<file path="config.mk">
export PLATFORM = sky130hd
export DESIGN_NAME = score_tracker
export DESIGN_NICKNAME = d
export VERILOG_FILES = /design/src/rtl/score_tracker_pkg.sv /design/src/rtl/score_tracker_bcd_counter4.sv /design/src/rtl/score_tracker.sv
export SDC_FILE = /design/constraint.sdc
export NUM_CORES = 1
export LEC_CHECK = 0
export CAP_MARGIN = 20
export CORE_MARGIN = 2
export CORE_UTILIZATION = 25
export CTS_CLUSTER_SIZE = 25
export DETAILED_ROUTE_END_ITERATION = 16
export HOLD_SLACK_MARGIN = 0.15
export SYNTH_ARGS = -nofsm -noshare
export SYNTH_HDL_FRONTEND = slang
export SYNTH_SLANG_ARGS = --single-unit
</file>
<file path="constraint.sdc">
create_clock -name clk_game -period 8.9 [get_ports clk_game]
set_clock_uncertainty 0.15 [all_clocks]
set_input_delay 0.89 -clock clk_game [delete_from_list [all_inputs] [get_ports clk_game]]
set_output_delay 0.89 -clock clk_game [all_outputs]
set_load 0.02 [all_outputs]
</file>
<file path="src/rtl/score_tracker_pkg.sv">
// rtl/score_tracker_pkg.sv - shared monster bus geometry and level limits
package score_tracker_pkg;

    localparam int MONSTERS   = 12;
    localparam int SLOT_W     = 19;
    localparam int SLOT_VALID = 0;
    localparam int MAX_LEVEL  = 7;

    // One bus slot, MSB first: y[18:11], x[10:3], dir[2:1], valid[0]
    typedef struct packed {
        logic [7:0] y;
        logic [7:0] x;
        logic [1:0] dir;
        logic       valid;
    } slot_t;

endpackage

</file>
<file path="src/rtl/score_tracker_bcd_counter4.sv">
// rtl/score_tracker_bcd_counter4.sv - 4-digit BCD incrementer saturating at 9999
module bcd_counter4 (
    input  logic        clk,
    input  logic        rst_n,
    input  logic        i_clr,
    input  logic        i_inc,
    output logic [15:0] o_bcd
);

    logic [15:0] w_next;
    logic        w_carry;
    logic        w_sat;

    always_comb begin
        w_next  = o_bcd;
        w_carry = 1'b1;
        w_sat   = (o_bcd == 16'h9999);
        for (int d = 0; d < 4; d++) begin
            if (w_carry) begin
                if (o_bcd[d*4 +: 4] == 4'd9) begin
                    w_next[d*4 +: 4] = 4'd0;
                end else begin
                    w_next[d*4 +: 4] = o_bcd[d*4 +: 4] + 4'd1;
                    w_carry          = 1'b0;
                end
            end
        end
    end

    always_ff @(posedge clk) begin
        if (!rst_n || i_clr) begin
            o_bcd <= 16'h0000;
        end else if (i_inc && !w_sat) begin
            o_bcd <= w_next;
        end
    end

endmodule

</file>
<file path="src/rtl/score_tracker.sv">
// rtl/score_tracker.sv - kill detection, BCD score/hiscore, level and move_tick pacing
module score_tracker
    import score_tracker_pkg::*;
#(
    parameter int KILLS_PER_LEVEL = 10,
    parameter int BASE_PERIOD     = 50000000,
    parameter int PERIOD_STEP     = 5000000
) (
    input  logic                       clk_game,
    input  logic                       rst_n,
    input  logic                       alive,
    input  logic [MONSTERS*SLOT_W-1:0] state_monsters,
    output logic [15:0]                score_bcd,
    output logic [15:0]                hiscore_bcd,
    output logic [2:0]                 level,
    output logic                       kill_pulse,
    output logic                       move_tick
);

    logic [MONSTERS-1:0] w_valid;
    logic [MONSTERS-1:0] w_kill;
    logic [MONSTERS-1:0] r_v;
    logic                r_alive_d;
    logic [3:0]          r_pending;
    logic [3:0]          r_kills_in_level;
    logic [31:0]         r_tick_cnt;
    logic [3:0]          w_pop;
    logic [5:0]          w_sum;
    logic [3:0]          w_pending_next;
    logic [31:0]         w_period;
    logic                w_start;
    logic                w_over;
    logic                w_credit;
    logic                w_unused_fields;

    assign w_unused_fields = ^state_monsters;
    assign w_start = alive & ~r_alive_d;
    assign w_over  = ~alive & r_alive_d;
    // Credits are only drained while the game is live; leftovers die at the next start
    assign w_credit = (r_pending != 4'd0) & alive & r_alive_d;
    assign w_period = 32'(BASE_PERIOD) - 32'(level) * 32'(PERIOD_STEP);

    always_comb begin
        w_valid = '0;
        w_pop   = '0;
        for (int i = 0; i < MONSTERS; i++) begin
            w_valid[i] = state_monsters[i*SLOT_W + SLOT_VALID];
        end
        w_kill = r_v & ~w_valid & {MONSTERS{alive & r_alive_d}};
        for (int i = 0; i < MONSTERS; i++) begin
            w_pop = w_pop + {3'b000, w_kill[i]};
        end
        w_sum          = {2'b00, r_pending} + {2'b00, w_pop} - {5'b00000, w_credit};
        w_pending_next = (w_sum > 6'd15) ? 4'd15 : w_sum[3:0];
    end

    bcd_counter4 u_score (
        .clk   (clk_game),
        .rst_n (rst_n),
        .i_clr (w_start),
        .i_inc (w_credit),
        .o_bcd (score_bcd)
    );

    always_ff @(posedge clk_game) begin
        if (!rst_n) begin
            r_v              <= '0;
            r_alive_d        <= 1'b0;
            r_pending        <= 4'd0;
            r_kills_in_level <= 4'd0;
            r_tick_cnt       <= 32'd0;
            hiscore_bcd      <= 16'h0000;
            level            <= 3'd0;
            kill_pulse       <= 1'b0;
            move_tick        <= 1'b0;
        end else begin
            r_v        <= w_valid;
            r_alive_d  <= alive;
            kill_pulse <= w_credit;

            if (w_start) begin
                r_pending        <= 4'd0;
                r_kills_in_level <= 4'd0;
                level            <= 3'd0;
            end else begin
                r_pending <= w_pending_next;
                if (w_credit) begin
                    if (r_kills_in_level == 4'(KILLS_PER_LEVEL - 1)) begin
                        r_kills_in_level <= 4'd0;
                        if (level != 3'(MAX_LEVEL)) level <= level + 3'd1;
                    end else begin
                        r_kills_in_level <= r_kills_in_level + 4'd1;
                    end
                end
            end

            // BCD words order the same as their binary values
            if (w_over && (score_bcd > hiscore_bcd)) hiscore_bcd <= score_bcd;

            if (w_start) begin
                r_tick_cnt <= 32'd0;
                move_tick  <= 1'b0;
            end else if (r_tick_cnt >= w_period - 32'd1) begin
                r_tick_cnt <= 32'd0;
                move_tick  <= 1'b1;
            end else begin
                r_tick_cnt <= r_tick_cnt + 32'd1;
                move_tick  <= 1'b0;
            end
        end
    end

endmodule
</file>
---- After elaboration in Yosys (flattened, before gate mapping) ----
Cells that the tools add are included.
operators by class
  $add $sub $neg .......................... 22
  equality and inequality tests ........... 7
  bitwise logic cells ..................... 11
  reduce and logical (&&, ||, !) cells .... 12
  multiply operators ...................... 1
  order comparisons ....................... 3
  mux-type cells .......................... 12
operators with widths
  kind                                                           count
  adder 32 x 1 -> 32 bit, second input constant                  1
  adder 4 x 1 -> 4 bit                                           8
  greater-or-equal comparator 32 bit                             1
  subtractor 27 x 2 -> 28 bit, second input constant             1
  subtractor 26 x 26 -> 27 bit, first input constant             1
  AND 12 bit                                                     2
  two-way mux 4 bit                                              6
  adder 4 x 1 -> 4 bit, second input constant                    5
  equality test 4 bit, second input constant                     5
  multiplier 3 x 17 -> 20 bit, second input constant             1
  equality test 16 bit, second input constant                    1
  greater-than comparator 16 bit                                 1
  inverter 12 bit                                                1
  greater-than comparator 6 x 4 -> 1 bit, second input constant  1
  two-way mux 1 bit                                              6
  AND reduction 2 bit                                            3
  subtractor 5 x 1 -> 6 bit                                      1
  adder 4 x 4 -> 5 bit                                           1
  AND 1 bit                                                      5
  adder 3 x 1 -> 4 bit                                           1
  nonzero test 4 bit                                             1
  adder 2 x 1 -> 3 bit                                           1
  adder 3 x 1 -> 3 bit, second input constant                    1
  inequality test 3 bit, second input constant                   1
  other kinds (8)                                                12
word-level totals
  output and inout bits ................... 37
  register bits after elaboration ......... 90
  bits of input ports ..................... 231
  word-level logic and storage cells ...... 81

---- Longest topological paths before layout ----
  word-level depth ........................ 18
  depth in mapped cells ................... 25
  mapped depth without buffers ............ 23

---- By module ----
From an unflattened synthesis, not the netlist that was laid out.
unflattened totals
  cells, all modules ...................... 746
  area total of the unflattened synthesis .. 6288.5 um2
by module, submodules not included
  module         cells each  sequential area each (um2)  area an instance (um2)  instances
  score_tracker  646         1481.4                      5440.2                  1
  bcd_counter4   100         320.3                       848.3                   1

---- Least setup slack after synthesis ----
No wires, ideal clock.
  kind .................................... register to register
  start point ............................. reg level[0]
  end point ............................... reg r_tick_cnt[17]
  stages on the path, launching flop included .. 26
  buffers on the path ..................... 2
  library setup time ...................... 78 ps
  data arrival time ....................... 6070 ps
  path slack .............................. 2602 ps
  period minus slack after synthesis ...... 6298 ps
  cells stage by stage .................... dfxtp_1 -> clkbuf_1 -> inv_1 -> ha_1 -> inv_1 -> ha_1 -> inv_1 -> fa_1 -> and4bb_2 -> and2_1 -> xnor3_2 -> nand3b_1 -> a211oi_1 -> nand3_1 -> a21oi_1 -> xor2_1 -> ha_1 -> a21o_1 -> a21o_1 -> a21o_1 -> a21o_1 -> a21o_1 -> a21o_1 -> a221o_1 -> clkbuf_1 -> nor3_1
on the way
  cells in the longest elaborated chain, start to end .. 5
RTL lines
  item                                RTL line              RTL
  from (decl)                         score_tracker.sv:15   output logic [2:0] level,
  from (signal assigned)              score_tracker.sv:90   if (level != 3'(MAX_LEVEL)) level <= level + 3'd1;
  multiplier 3 x 17 -> 20 bit         score_tracker.sv:41   assign w_period = 32'(BASE_PERIOD) - 32'(level) * 32'(PERIOD_STEP);
  subtractor 26 x 26 -> 27 bit        score_tracker.sv:41
  subtractor 27 x 2 -> 28 bit         score_tracker.sv:103  end else if (r_tick_cnt >= w_period - 32'd1) begin
  greater-or-equal comparator 32 bit  score_tracker.sv:103
  OR reduction 3 bit (no line)        n/a
  to (signal assigned)                score_tracker.sv:107  r_tick_cnt <= r_tick_cnt + 32'd1;
  to (decl)                           score_tracker.sv:26   logic [31:0] r_tick_cnt;
No other way between the ends.
A chain may end at the register's enable or synchronous reset.

---- Worst setup path in the final report ----
  start point ............................. reg level[0]
  end point ............................... reg r_tick_cnt[22]
The elaborated chain is that of the path after synthesis.

==> flow_metrics.py <==
metrics = {
    "floorplan": {
        "core-area_um2": 26950,
        "die_x_um": 169.7,
        "start_util": 0.2545,
        "row_count": 60,
        "ios": 268,
        "die_area_um2": 28780,
        "die_h_um": 169.7,
    },
    "sta": {
        "worst_pin_slew_ns": 0.9989,
        "rsz0062_at_grt": "no",
        "max_freq_ghz": 0.1352,
        "setup_violations": 0,
        "slew_violations": 0,
        "finalCritPeriodShare": 0.8311,
        "slew_headroom": 0.3341,
        "min_period_ns": 7.397,
        "finalHoldViolCount": 0,
        "setup_tns_ns": 0,
    },
    "global_routing": {
        "grt_antenna_before_repair": 0,
        "grt-ovfl-total": 0,
        "grt_usage": 0.1172,
        "grt_pass1_wl_um": 27930,
        "grt_max_degree": 64,
        "grt_pass1_vias": 5811,
    },
    "synth": {
        "synth_cells": 808,
        "synth_edf_count": 0,
        "synth.ff_latch_count": 90,
        "ys_seq_area_frac": 0.2626,
        "synth_area_um2": 6860,
        "ys_types": 77,
        "syn_avg_cell_area_um2": 8.491,
        "ys_async_sr_fraction": 0,
        "synth_nets": 1120,
        "ys_warn_count": 0,
        "synth_ff_type": "dfxtp_1",
    },
    "final_layout": {
        "nets": 1156,
        "fillers": 2804,
        "fin_area_um2": 8029,
        "multi_input_area_um2": 4750,
        "antenna_cells": 0,
        "syn_to_final_growth_pct": 17.03,
        "ff_latch_area_um2": 1802,
        "drive_gt1_frac": 0.06360,
    },
    "drt": {
        "via_per_inst": 4.953,
        "wire_per_inst_um": 13.88,
        "vias": 5894,
        "drt_iter0_markers": 329,
        "ant_nets": 0,
        "drc_errors": 0,
        "firstDrtPassIters": 5,
        "routed_wl_um": 16510,
    },
    "setup_path": {
        "arrival_ns": 7.45,
        "worst_setup_path_end_kind": "flop",
        "startpoint_type": "flop",
        "critPathKind": "flop to flop",
        "cp.required_ns": 8.96,
        "crit_fanout": 19,
    },
    "cts": {
        "cts.path.max_buffers": 2,
        "cts_resized": 0,
        "clock-sinks": 90,
        "postCtsSetupBuffers": 0,
        "root_buffer": "clkbuf_16",
        "cts_max_level": 3,
        "clkLatencyLatePin_ns": 0.35,
        "cts_tree": "done",
        "hold_buffers": 0,
        "path_clk_slew_ns": 0.07,
        "cts_buffers": 9,
    },
    "job": {
        "drv_cap": 0,
    },
    "power_and_ir_drop": {
        "power.density_nw_per_um2": 126.3,
        "power.total_mw": 1.014,
        "power.leakage_nw": 3.090,
        "max-vdd-ir-drop_mv": 0.09496,
    },
    "outcome": {
        "status": "finished, final reports clean",
    },
    "place": {
        "io_buffer_count": 51,
        "dpl.hpwl_um": 12130,
        "place_area_um2": 7727,
        "place_congestion": 0.8142,
    },
    "min_path": {
        "hp-class": "flop to flop",
    },
}
[sequential cells by signal, summed over array words and instances (netlist names)]
| name | cells |
|---|---|
| move_tick | 1 |
| r_kills_in_level | 4 |
| r_pending | 4 |
| r_alive_d | 1 |
| level | 3 |
| r_tick_cnt | 32 |
| kill_pulse | 1 |
| hiscore_bcd | 16 |
| r_v | 12 |
| u_score.o_bcd | 16 |
[layout by cell type (no fill, tap or decap), types with 4 or more instances in the layout]
| master | synthesis | routed |
|---|---|---|
| a211oi_1 | 4 | 4 |
| a21o_1 | 21 | 21 |
| a21oi_1 | 26 | 26 |
| a32oi_1 | 16 | 16 |
| and2_1 | 20 | 20 |
| and3_1 | 20 | 20 |
| buf_4 | 2 | 8 |
| clkbuf_16 | 0 | 9 |
| clkdlybuf4s50_1 | 0 | 50 |
| dfxtp_1 | 90 | 90 |
| fa_1 | 11 | 11 |
| ha_1 | 70 | 70 |
| inv_1 | 47 | 47 |
| mux2i_1 | 7 | 7 |
| nand2_1 | 32 | 32 |
| nand3_1 | 45 | 45 |
| nand3b_1 | 12 | 12 |
| nand4_1 | 17 | 17 |
| nor2_1 | 55 | 55 |
| nor2b_1 | 13 | 13 |
| nor3_1 | 51 | 51 |
| nor3b_1 | 9 | 9 |
| nor4_1 | 4 | 4 |
| o211ai_1 | 36 | 36 |
| o21a_1 | 9 | 9 |
| o21ai_0 | 17 | 17 |
| or2_2 | 4 | 4 |
| xnor2_1 | 45 | 45 |
| xor2_1 | 27 | 27 |
[worst max-delay path, stage by stage, from the launching register on]
cell and delay (ns):
dfxtp_1 0.77, inv_1 0.33, ha_1 0.44, inv_1 0.20, ha_1 0.21, inv_1 0.06, fa_1 0.58, and4bb_2 0.32
nand2_2 0.11, or4b_1 0.52, a21oi_1 0.17, o211ai_1 0.18, a21o_1 0.26, or4b_1 0.56, xnor2_1 0.16, ha_1 0.30
nand4_1 0.14, nor3_1 0.28, nand3_1 0.11, o21ai_0 0.27, a221o_1 0.71, buf_4 0.34, nor3_1 0.08
[synth_stat cells, drive strengths merged (2+ instances only)]
library cell / instances / area, µm²
a211oi: 4 / 30.03
a21boi: 3 / 22.52
a21o: 21 / 157.7
a21oi: 28 / 147.6
a31oi: 4 / 31.28
a32oi: 16 / 140.1
and2: 22 / 140.1
and2b: 2 / 16.27
and3: 21 / 136.4
and4: 3 / 26.28
and4bb: 2 / 25.02
buf: 5 / 35.02
clkbuf: 29 / 108.9
dfxtp: 90 / 1802
fa: 11 / 220.2
ha: 70 / 875.8
inv: 49 / 183.9
mux2i: 7 / 70.07
nand2: 33 / 126.4
nand2b: 3 / 18.77
nand3: 45 / 225.2
nand3b: 12 / 90.09
nand4: 17 / 106.4
nand4b: 2 / 17.52
nor2: 56 / 217.7
nor2b: 14 / 90.09
nor3: 51 / 255.2
nor3b: 9 / 67.56
nor4: 4 / 25.02
o211a: 4 / 47.55
o211ai: 38 / 295.3
o21a: 9 / 67.56
o21ai: 20 / 100.1
o311a: 2 / 20.02
o311ai: 2 / 17.52
or2: 5 / 31.28
or4: 2 / 15.01
or4b: 2 / 20.02
xnor2: 45 / 394.1
xor2: 28 / 264.0
[per-stage QoR]
| step | cells | worst slack, ns | hold slack, ns | utilization |
|---|---|---|---|---|
| after floorplan | 808 | 2.602 | 0.3090 | - |
| after global placement | 1174 | 1.575 | 0.3223 | 0.2867 |
| after detailed placement | 1174 | 1.523 | 0.3265 | 0.2867 |
| after CTS | 1190 | 1.477 | 0.3377 | 0.2979 |
| after global routing | 1190 | 0.9132 | 0.3754 | 0.2979 |
| final | 1190 | 1.503 | 0.3396 | 0.2979 |
[final timing paths]
check                                                       from  depth (start not counted)  slack (ns)                               end
worst max-delay path                       level[0]$_SDFFE_PP0P_                         22        1.50         r_tick_cnt[22]$_SDFF_PP0_
worst max register to register             level[0]$_SDFFE_PP0P_                         22        1.50         r_tick_cnt[22]$_SDFF_PP0_
worst min-delay path            r_kills_in_level[3]$_SDFFE_PP0P_                          2        0.34  r_kills_in_level[3]$_SDFFE_PP0P_
worst min register to register  r_kills_in_level[3]$_SDFFE_PP0P_                          2        0.34  r_kills_in_level[3]$_SDFFE_PP0P_
[layer usage]
layer | share of wire | track usage
met3 | 0.038 | 0.02425
met2 | 0.46 | 0.1996
met5 | 0 | 0
met4 | 0.011 | 0.03307
met1 | 0.49 | 0.1496
[layout make-up]
| class | instances | share of cell area |
|---|---|---|
| Clock inverter | 7 | 0.009506 |
| Multi-Input combinational cell | 635 | 0.5916 |
| Tap cell | 341 | 0.05314 |
| Clock buffer | 9 | 0.02805 |
| Inverter | 49 | 0.02291 |
| Timing Repair Buffer | 59 | 0.07044 |
| Sequential cell | 90 | 0.2244 |
[where the power goes]
| group | switching, mW | internal (mW) |
|---|---|---|
| logic | 0.108 | 0.0910 |
| registers | 0.00592 | 0.415 |
| clock network | 0.174 | 0.220 |
[cells by family (layout without fill, tap and decap cells)]
family                     count (synthesis)  in the layout  share of synthesized area
AOI/OAI and AO/OA                        165            165                     0.1756
xor gates and xnor gates                  74             74                    0.09940
adders and majority gates                 81             81                     0.1598
buffers and inverters                     83            124                    0.04778
DFF                                       90             90                     0.2626
muxes                                      8              8                    0.01186
and+or+nand+nor                          307            307                     0.2429
Note: power is estimated with default switching activity, not from simulation.
